## config.mk

```make
export PLATFORM = sky130hd
export DESIGN_NAME = ram_arbiter
export DESIGN_NICKNAME = d
export VERILOG_FILES = /design/src/rtl/ram_arbiter.sv
export SDC_FILE = /design/constraint.sdc
export NUM_CORES = 1
export LEC_CHECK = 0
export BUFFER_PORTS_ARGS = -buffer_cell sky130_fd_sc_hd__buf_2
export CAP_MARGIN = 20
export CORE_MARGIN = 10
export CORE_UTILIZATION = 35
export CTS_CLUSTER_DIAMETER = 200
export DETAILED_ROUTE_END_ITERATION = 10
export GPL_TIMING_DRIVEN = 0
export PLACE_DENSITY = 0.66
export RECOVER_POWER = 25
export SYNTH_ARGS = -nofsm -noshare
export SYNTH_HDL_FRONTEND = slang
export SYNTH_SLANG_ARGS = --single-unit
export TNS_END_PERCENT = 20
```

## constraint.sdc

```tcl
create_clock -name clk -period 1.5 [get_ports clk]
set_input_delay 0.3 -clock clk [delete_from_list [all_inputs] [get_ports clk]]
set_output_delay 0.3 -clock clk [all_outputs]
set_load 0.03 [all_outputs]
```

## src/rtl/ram_arbiter.sv

```systemverilog
`timescale 1ns/1ps
// ram_arbiter: two-requester arbiter/sequencer for a single-port RAM with
// synchronous write and combinational read. Each transaction takes three
// cycles: IDLE (sample and latch) -> ACCESS (one RAM cycle) -> DONE (pulse).
//
// Ports:
//   clk, rst_n          system clock, asynchronous active-low reset
//   pX_req/we/addr/     request from port X (0 = CPU LSU, 1 = loader/DMA);
//   pX_wdata            req held high until pX_done, fields stable meanwhile
//   pX_rdata, pX_done   read data register (holds until next read by that
//                       port) and one-cycle completion pulse
//   ram_we/addr/din     RAM control, driven from registers
//   ram_dout            RAM combinational read data
//
// Build option: define ARB_RR_EN for round-robin arbitration between the
// two ports; otherwise port 0 has fixed priority and port 1 can starve.
module ram_arbiter #(
    parameter int DATA_WIDTH = 8,
    parameter int ADDR_WIDTH = 8
) (
    input  logic                  clk,
    input  logic                  rst_n,

    input  logic                  p0_req,
    input  logic                  p0_we,
    input  logic [ADDR_WIDTH-1:0] p0_addr,
    input  logic [DATA_WIDTH-1:0] p0_wdata,
    output logic [DATA_WIDTH-1:0] p0_rdata,
    output logic                  p0_done,

    input  logic                  p1_req,
    input  logic                  p1_we,
    input  logic [ADDR_WIDTH-1:0] p1_addr,
    input  logic [DATA_WIDTH-1:0] p1_wdata,
    output logic [DATA_WIDTH-1:0] p1_rdata,
    output logic                  p1_done,

    output logic                  ram_we,
    output logic [ADDR_WIDTH-1:0] ram_addr,
    output logic [DATA_WIDTH-1:0] ram_din,
    input  logic [DATA_WIDTH-1:0] ram_dout
);

    typedef enum logic [1:0] {
        S_IDLE   = 2'd0,
        S_ACCESS = 2'd1,
        S_DONE   = 2'd2
    } state_t;

    state_t                  state_q,    state_d;
    logic                    grant_q,    grant_d;     // 0 = port 0, 1 = port 1
    logic                    ram_we_q,   ram_we_d;
    logic [ADDR_WIDTH-1:0]   ram_addr_q, ram_addr_d;
    logic [DATA_WIDTH-1:0]   ram_din_q,  ram_din_d;
    logic                    p0_done_q,  p0_done_d;
    logic                    p1_done_q,  p1_done_d;
    logic [DATA_WIDTH-1:0]   p0_rdata_q, p0_rdata_d;
    logic [DATA_WIDTH-1:0]   p1_rdata_q, p1_rdata_d;
`ifdef ARB_RR_EN
    logic                    last_grant_q, last_grant_d;
`endif

    logic                    any_req;
    logic                    winner;

    // Winner selection, only meaningful while any_req is high.
    always_comb begin
        any_req = p0_req | p1_req;
`ifdef ARB_RR_EN
        // On a tie the port that was not served last goes next; otherwise the
        // sole requester wins (p1_req is 0 exactly when only port 0 asks).
        winner = (p0_req & p1_req) ? ~last_grant_q : p1_req;
`else
        winner = ~p0_req;
`endif
    end

    always_comb begin
        state_d    = state_q;
        grant_d    = grant_q;
        ram_we_d   = 1'b0;          // write enable lives only in ACCESS
        ram_addr_d = ram_addr_q;    // address/data hold between transactions
        ram_din_d  = ram_din_q;
        p0_done_d  = 1'b0;
        p1_done_d  = 1'b0;
        p0_rdata_d = p0_rdata_q;
        p1_rdata_d = p1_rdata_q;
`ifdef ARB_RR_EN
        last_grant_d = last_grant_q;
`endif

        case (state_q)
            S_IDLE: begin
                if (any_req) begin
                    // Latch the winner's request straight into the RAM pin
                    // registers so ACCESS drives them glitch-free.
                    grant_d    = winner;
                    ram_we_d   = winner ? p1_we    : p0_we;
                    ram_addr_d = winner ? p1_addr  : p0_addr;
                    ram_din_d  = winner ? p1_wdata : p0_wdata;
                    state_d    = S_ACCESS;
                end
            end

            S_ACCESS: begin
                // ram_we_q is the latched direction of this transaction.
                if (!ram_we_q) begin
                    if (grant_q) begin
                        p1_rdata_d = ram_dout;
                    end else begin
                        p0_rdata_d = ram_dout;
                    end
                end
                p0_done_d = ~grant_q;
                p1_done_d = grant_q;
`ifdef ARB_RR_EN
                last_grant_d = grant_q;
`endif
                state_d = S_DONE;
            end

            S_DONE: begin
                state_d = S_IDLE;
            end

            default: begin
                state_d = S_IDLE;
            end
        endcase
    end

    always_ff @(posedge clk or negedge rst_n) begin
        if (!rst_n) begin
            state_q    <= S_IDLE;
            grant_q    <= 1'b0;
            ram_we_q   <= 1'b0;
            ram_addr_q <= '0;
            ram_din_q  <= '0;
            p0_done_q  <= 1'b0;
            p1_done_q  <= 1'b0;
            p0_rdata_q <= '0;
            p1_rdata_q <= '0;
`ifdef ARB_RR_EN
            // Pretend port 1 was served last so port 0 wins the first tie.
            last_grant_q <= 1'b1;
`endif
        end else begin
            state_q    <= state_d;
            grant_q    <= grant_d;
            ram_we_q   <= ram_we_d;
            ram_addr_q <= ram_addr_d;
            ram_din_q  <= ram_din_d;
            p0_done_q  <= p0_done_d;
            p1_done_q  <= p1_done_d;
            p0_rdata_q <= p0_rdata_d;
            p1_rdata_q <= p1_rdata_d;
`ifdef ARB_RR_EN
            last_grant_q <= last_grant_d;
`endif
        end
    end

    assign ram_we   = ram_we_q;
    assign ram_addr = ram_addr_q;
    assign ram_din  = ram_din_q;
    assign p0_done  = p0_done_q;
    assign p1_done  = p1_done_q;
    assign p0_rdata = p0_rdata_q;
    assign p1_rdata = p1_rdata_q;

endmodule

```

==> results of run 1 <==
[registers in the layout, indices dropped and copies added (netlist names)]
register	count
grant_q	1
p0_done	1
p0_rdata	8
p1_done	1
p1_rdata	8
ram_addr	8
ram_din	8
ram_we	1
state_q	2
[cell type report]
type / instances / area share (%)
multi-input cells: 60 / 30.3
inverters: 1 / 0.161
clock inverters: 1 / 1.29
flip-flops and latches: 38 / 40.8
well taps: 67 / 3.59
repair buffers: 82 / 18.4
clock buffers: 6 / 3.54
plain buffers: 4 / 1.82
[cells by family (layout without fill, tap and decap cells)]
group | after synthesis | count (layout) | share of synthesized area, %
multiplexers | 49 | 49 | 36.1
flip-flops | 38 | 38 | 55.8
AND/OR/NAND/NOR | 9 | 9 | 4.78
buffers and inverters | 5 | 94 | 2.72
AO/OA/AOI/OAI | 2 | 2 | 0.588
[through the flow]
step	power, mW	setup WS [ns]	std cells
2_1_floorplan	3.85	0.107	103
3_3_place_gp	4.60	-0.0531	249
3_5_place_dp	4.64	-0.0649	249
4_1_cts	5.62	0.0110	259
5_1_grt	5.87	0.0170	259
6_report	5.52	0.0778	259
[synthesized netlist by cell type]
cell type,instances
dfrtp_1,38
mux2_2,31
mux2_4,17
and3b_1,1
buf_2,1
nand2b_1,1
nor3_4,2
buf_8,1
a21oi_1,2
nor2b_4,1
nor2_2,1
buf_6,2
nor4_1,1
nor2_1,2
mux2i_1,1
inv_1,1
[final timing paths]
check	start	end	slack, ns	cells past startpoint
max	state_q[1]	p0_rdata[4]	0.08	4
min	rst_n	p1_rdata[5]	0.14	1
max reg2reg	state_q[1]	p0_rdata[4]	0.08	4
min reg2reg	p0_rdata[5]	p0_rdata[5]	0.50	1
max in group asynchronous	rst_n	state_q[1]	0.73	1
min in group clk	ram_dout[1]	p1_rdata[1]	0.26	2
[per-layer routing]
layer / vias up / track usage, % / wire length (um)
li1: 542 / - / -
met3: 7 / 5.65 / 427
met5: - / 0 / 0
met2: 53 / 15.3 / 1760
met1: 539 / 12.1 / 1620
met4: 0 / 4.04 / 48
[worst reg2reg max path, cell delays in order, from the launching register on]
cell and delay [ns]:
dfrtp_2 0.44, nand2b_2 0.22, nor3_4 0.16, buf_12 0.15, mux2_2 0.33
[what timing repair did]
action,CTS,global route
endpoints found under the setup margin,17,8
gates resized for setup,1,1
cloned,0,0
setup buffers,3,0
pin swaps,2,1
[report_power, final]
group / internal [mW] / switching (mW)
clock: 0.532 / 0.335
combinational: 1.22 / 1.60
sequential: 1.54 / 0.292
==> flow_summary.ini, run 1 <==
[synth]
yosysTopAreaCellShare_pct = 55.8
synth_nets = 149
syn_area_sq_um = 1700
netlist_top_cells_area = dfrtp_1 56%, mux2_2 20%, mux2_4 15%
synth_cell_types = 16
synth_area_per_cell_sq_um = 16.5
synth_cells = 103
synth-seq-area-share_pct = 55.8
synth-seq-cells = 38
yosys_warnings = 0
yosys.area.top_type = dfrtp_1

[detailed_routing]
firstDrtPassIters = 3
post_drt_wl_per_cell_um = 14.9
ant_nets = 0
via_per_inst = 4.41
routed_wl_mm = 3.86
drt-initial-drc-count = 13
drc = 0
vias = 1141

[global_route]
antenna_found_initial = 0
grt_use_total_pct = 10.3
grt_pass1_vias = 1345
grt_start_max_net_pins = 39
grt-ovfl-total = 0
grt_pass1_wl_mm = 6.82

[timing]
hold_viol_final = 0
max_slew_margin_pct = 38.4
min_period_over_period_pct = 94.8
fin_skew_ns = 0.00605
fmax_mhz = 703
drv_slew = 0
setup_tns_ns = 0
setup_viol = 0
min_period_ns = 1.42
rsz0062_at_grt = no
hold_slack_ns = 0.141
worst_pin_slew_ns = 0.924

[floorplan]
start_util_pct = 36.1
fp.dieH_um = 89.8
fp-row-count = 25
pin_count = 81
coreArea_sq_um = 4720
die_area_sq_um = 8060
die_width_um = 89.8

[cells_and_area]
num-nets-final = 238
seq_area_sq_um = 952
final_util_pct = 49.4
most-common-layout-cells = 79 x buf_2, 37 x dfrtp_1, 31 x mux2_2, 17 x mux2_4, 6 x clkbuf_8
syn_to_final_growth_pct = 37.0
final_common_cell = buf_2
drive_above_1_share_pct = 76.6
design_area_sq_um = 2330
fillers = 427
diodes = 0
multi_input_area_sq_um = 708

[power_and_ir_drop]
p_leak_nw = 1.16
powerDensity_nw_per_um2 = 2360
peakVddDrop_mv = 1.04

[setup_path]
critPathSlowestCell = dfrtp_2
critical_path_buf_inv_count = 1
start_kind = register
slowest_delay_ns = 0.44
end_kind = register
crit_fanout = 8
worst_path_dominant_cell_family = flip-flops
crit_type = register to register
cp_cell_sequence = nand2b_2, nor3_4, buf_12, mux2_2
worstPathArrival_ns = 1.59
cp.required_ns = 1.67

[placed_design]
placed_area_sq_um = 2180
dp_hpwl_mm = 3.01
gp_congestion = 0.636
io_buffers = 79

[cts]
htreeDepth = 2
cts_buffers = 5
path_clk_slew_ns = 0.07
clkLatencyLatePin_ns = 0.28
cts_tree = yes
clock-sinks = 38
cts_hold_buf = 0
cts-root-buf = clkbuf_8
clock_path_buffers = 2

[outcome]
status = completed

[min_path]
min_path_type = input pin to asynchronous set/reset pin

[run]
drv_cap = 0
No activity file was read; power rests on OpenSTA's default activity.
==> run 2: changes to the inputs <==
--- a/config.mk
+++ b/config.mk
@@ -14,6 +14,7 @@
 export GPL_TIMING_DRIVEN = 0
 export PLACE_DENSITY = 0.66
 export RECOVER_POWER = 25
+export SLEW_MARGIN = 20
 export SYNTH_ARGS = -nofsm -noshare
 export SYNTH_HDL_FRONTEND = slang
 export SYNTH_SLANG_ARGS = --single-unit
==> constraint.sdc (replaced) <==
create_clock -name clk -period 1.5 [get_ports clk]
set_input_delay 0.075 -clock clk [delete_from_list [all_inputs] [get_ports clk]]
set_output_delay 0.075 -clock clk [all_outputs]
set_load 0.03 [all_outputs]
==> run 2 against run 1 <==
Fmax increased by 0.11%; register-to-register slack about the same; clock skew about the same; hold slack got worse by 0.11 ns; global-route usage about the same; sequential cell count unchanged; clock power about the same; sequential share of layout area increased by 0.35 points; die area unchanged; critical path depth unchanged; sequential power about the same; final cell count increased by 0.39%.
==> flow_summary.ini, run 2 (same netlist as run 1, synthesis figures left out) <==
[outcome]
status = completed

[min_path]
min_to = p1_rdata[1]
holdPathStages = 2
min_path_type = input pin to register
worstHoldStart = ram_dout[1]

[setup_path]
cp.required_ns = 1.67
crit_type = register to register
r2r-end = p0_rdata[4]
start_kind = register
worstPathArrival_ns = 1.59
crit_fanout = 8
r2r_cells = 4
r2r_slack_ns = 0.08
end_kind = register
timing.rr.start = state_q[1]

[global_route]
grt_start_max_net_pins = 39
met1_usage_pct = 12.1
grt_pass1_wl_mm = 6.85
grt_use_total_pct = 10.3
antenna_found_initial = 0
grt-ovfl-total = 0
grt_busiest_layer = met2
grt_use_met2_pct = 15.4
grt.met3_usage_pct = 5.65
grt_pass1_vias = 1351

[power_and_ir_drop]
p_leak_nw = 1.09
power_mw = 5.44
seq_power_share_pct = 34.0
p_int_mw = 3.20
clkPwrFrac_pct = 15.9
powerDensity_nw_per_um2 = 2350
switching_share_pct = 41.1
peakVddDrop_mv = 1.01
combPwrFrac_pct = 50.1
power.switching_mw = 2.24

[detailed_routing]
drt-initial-drc-count = 17
routed_wl_mm = 3.90
drc = 0
ant_nets = 0
post_drt_wl_per_cell_um = 15.0
vias = 1135
via_per_inst = 4.37
firstDrtPassIters = 2

[cts]
cts_tree = yes
clock-sinks = 38
path_clk_slew_ns = 0.07
clock_path_buffers = 2
clkLatencyLatePin_ns = 0.28
cts-root-buf = clkbuf_8
cts_buffers = 5
htreeDepth = 2

[cells_and_area]
num-nets-final = 239
drive_above_1_share_pct = 63.7
fin_cells = 260
most-common-layout-cells = 56 x buf_2, 37 x dfrtp_1, 31 x mux2_2, 24 x clkbuf_1, 17 x mux2_4
final_util_pct = 49.0
syn_to_final_growth_pct = 35.9
fillers = 439
diodes = 0
design_area_sq_um = 2310
final_common_cell = buf_2

[placed_design]
io_buffers = 79
pre_cts_slack_ns = -0.0649
gp_congestion = 0.636
placed_area_sq_um = 2180
placed_cells = 249
dp_hpwl_mm = 3.01

[floorplan]
die_width_um = 89.8
fp.dieH_um = 89.8
fp-row-count = 25
start_util_pct = 36.1
coreArea_sq_um = 4720
die_area_sq_um = 8060
pin_count = 81

[timing]
hold_viol_final = 0
layout_setup_ws_ns = 0.0795
rsz0062_at_grt = no
setup_viol = 0
min_period_over_period_pct = 94.7
worst_pin_slew_ns = 0.819
min_period_ns = 1.42
fmax_mhz = 704
max_slew_margin_pct = 45.4
fin_skew_ns = 0.00623
drv_slew = 0

[run]
drv_cap = 0
==> run 2: changes by cell type in the layout (fill, tap and decap cells not counted), sizes merged <==
cell / previous run / this run
buf: 85 / 62
clkbuf: 7 / 30
dlygate4sd3: 0 / 1
==> run 2: final cells by class <==
class	instances	area (sq um)	area share [%]
clock buffer	6	82.6	3.57
multi-input combinational	60	708	30.6
sequential	38	952	41.2
inverter	1	3.75	0.162
timing repair buffer	83	410	17.7
tap	67	83.8	3.62
clock inverter	1	30.0	1.30
buffer	4	42.5	1.84
==> run 2: timing repair <==
item                                   4_1_cts  5_1_grt
pin swaps                                    2        1
setup buffers                                3        0
gates resized for setup                      1        1
endpoints found under the hold margin       38        0
setup endpoints to repair                   17        8
hold buffers                                 1        0
==> run 2: worst max-delay path, stage by stage, from the launching register on <==
cell and delay (ns):
dfrtp_2 0.44, nand2b_2 0.22, nor3_4 0.16, buf_12 0.15, mux2_2 0.33
==> run 2: power by group through the flow <==
stage / Sequential [mW] / Combinational, mW / Clock (mW)
floorplan: 2.79 / 1.06 / 0
global placement: 1.83 / 2.77 / 0
detailed placement: 1.84 / 2.79 / 0
CTS: 1.84 / 2.88 / 0.896
global route: 1.94 / 2.91 / 0.950
finish: 1.85 / 2.73 / 0.867
==> run 2: through the flow <==
| step | setup TNS [ns] | hold slack [ns] |
|---|---|---|
| 2_1_floorplan | 0 | -0.221 |
| 3_3_place_gp | -0.781 | 0.229 |
| 3_5_place_dp | -0.799 | 0.235 |
| 4_1_cts | 0 | 0.0223 |
| 5_1_grt | 0 | 0.0169 |
| 6_report | 0 | 0.0318 |
==> run 2: worst max-delay path by stage <==
stage                          start     endpoint  slack [ns]
after floorplan               ram_we  p0_rdata[0]        0.11
after global placement    state_q[1]  p0_rdata[5]       -0.05
after detailed placement  state_q[1]  p0_rdata[6]       -0.06
after CTS                 state_q[1]  p0_rdata[4]        0.01
after global routing      state_q[1]  p0_rdata[4]        0.02
final                     state_q[1]  p0_rdata[4]        0.08
==> run 2: layer usage <==
layer | part of all wire [%] | up-vias
li1 | - | 542
met1 | 43 | 533
met2 | 45 | 53
met3 | 10 | 7
met4 | 1.2 | 0
met5 | 0 | -
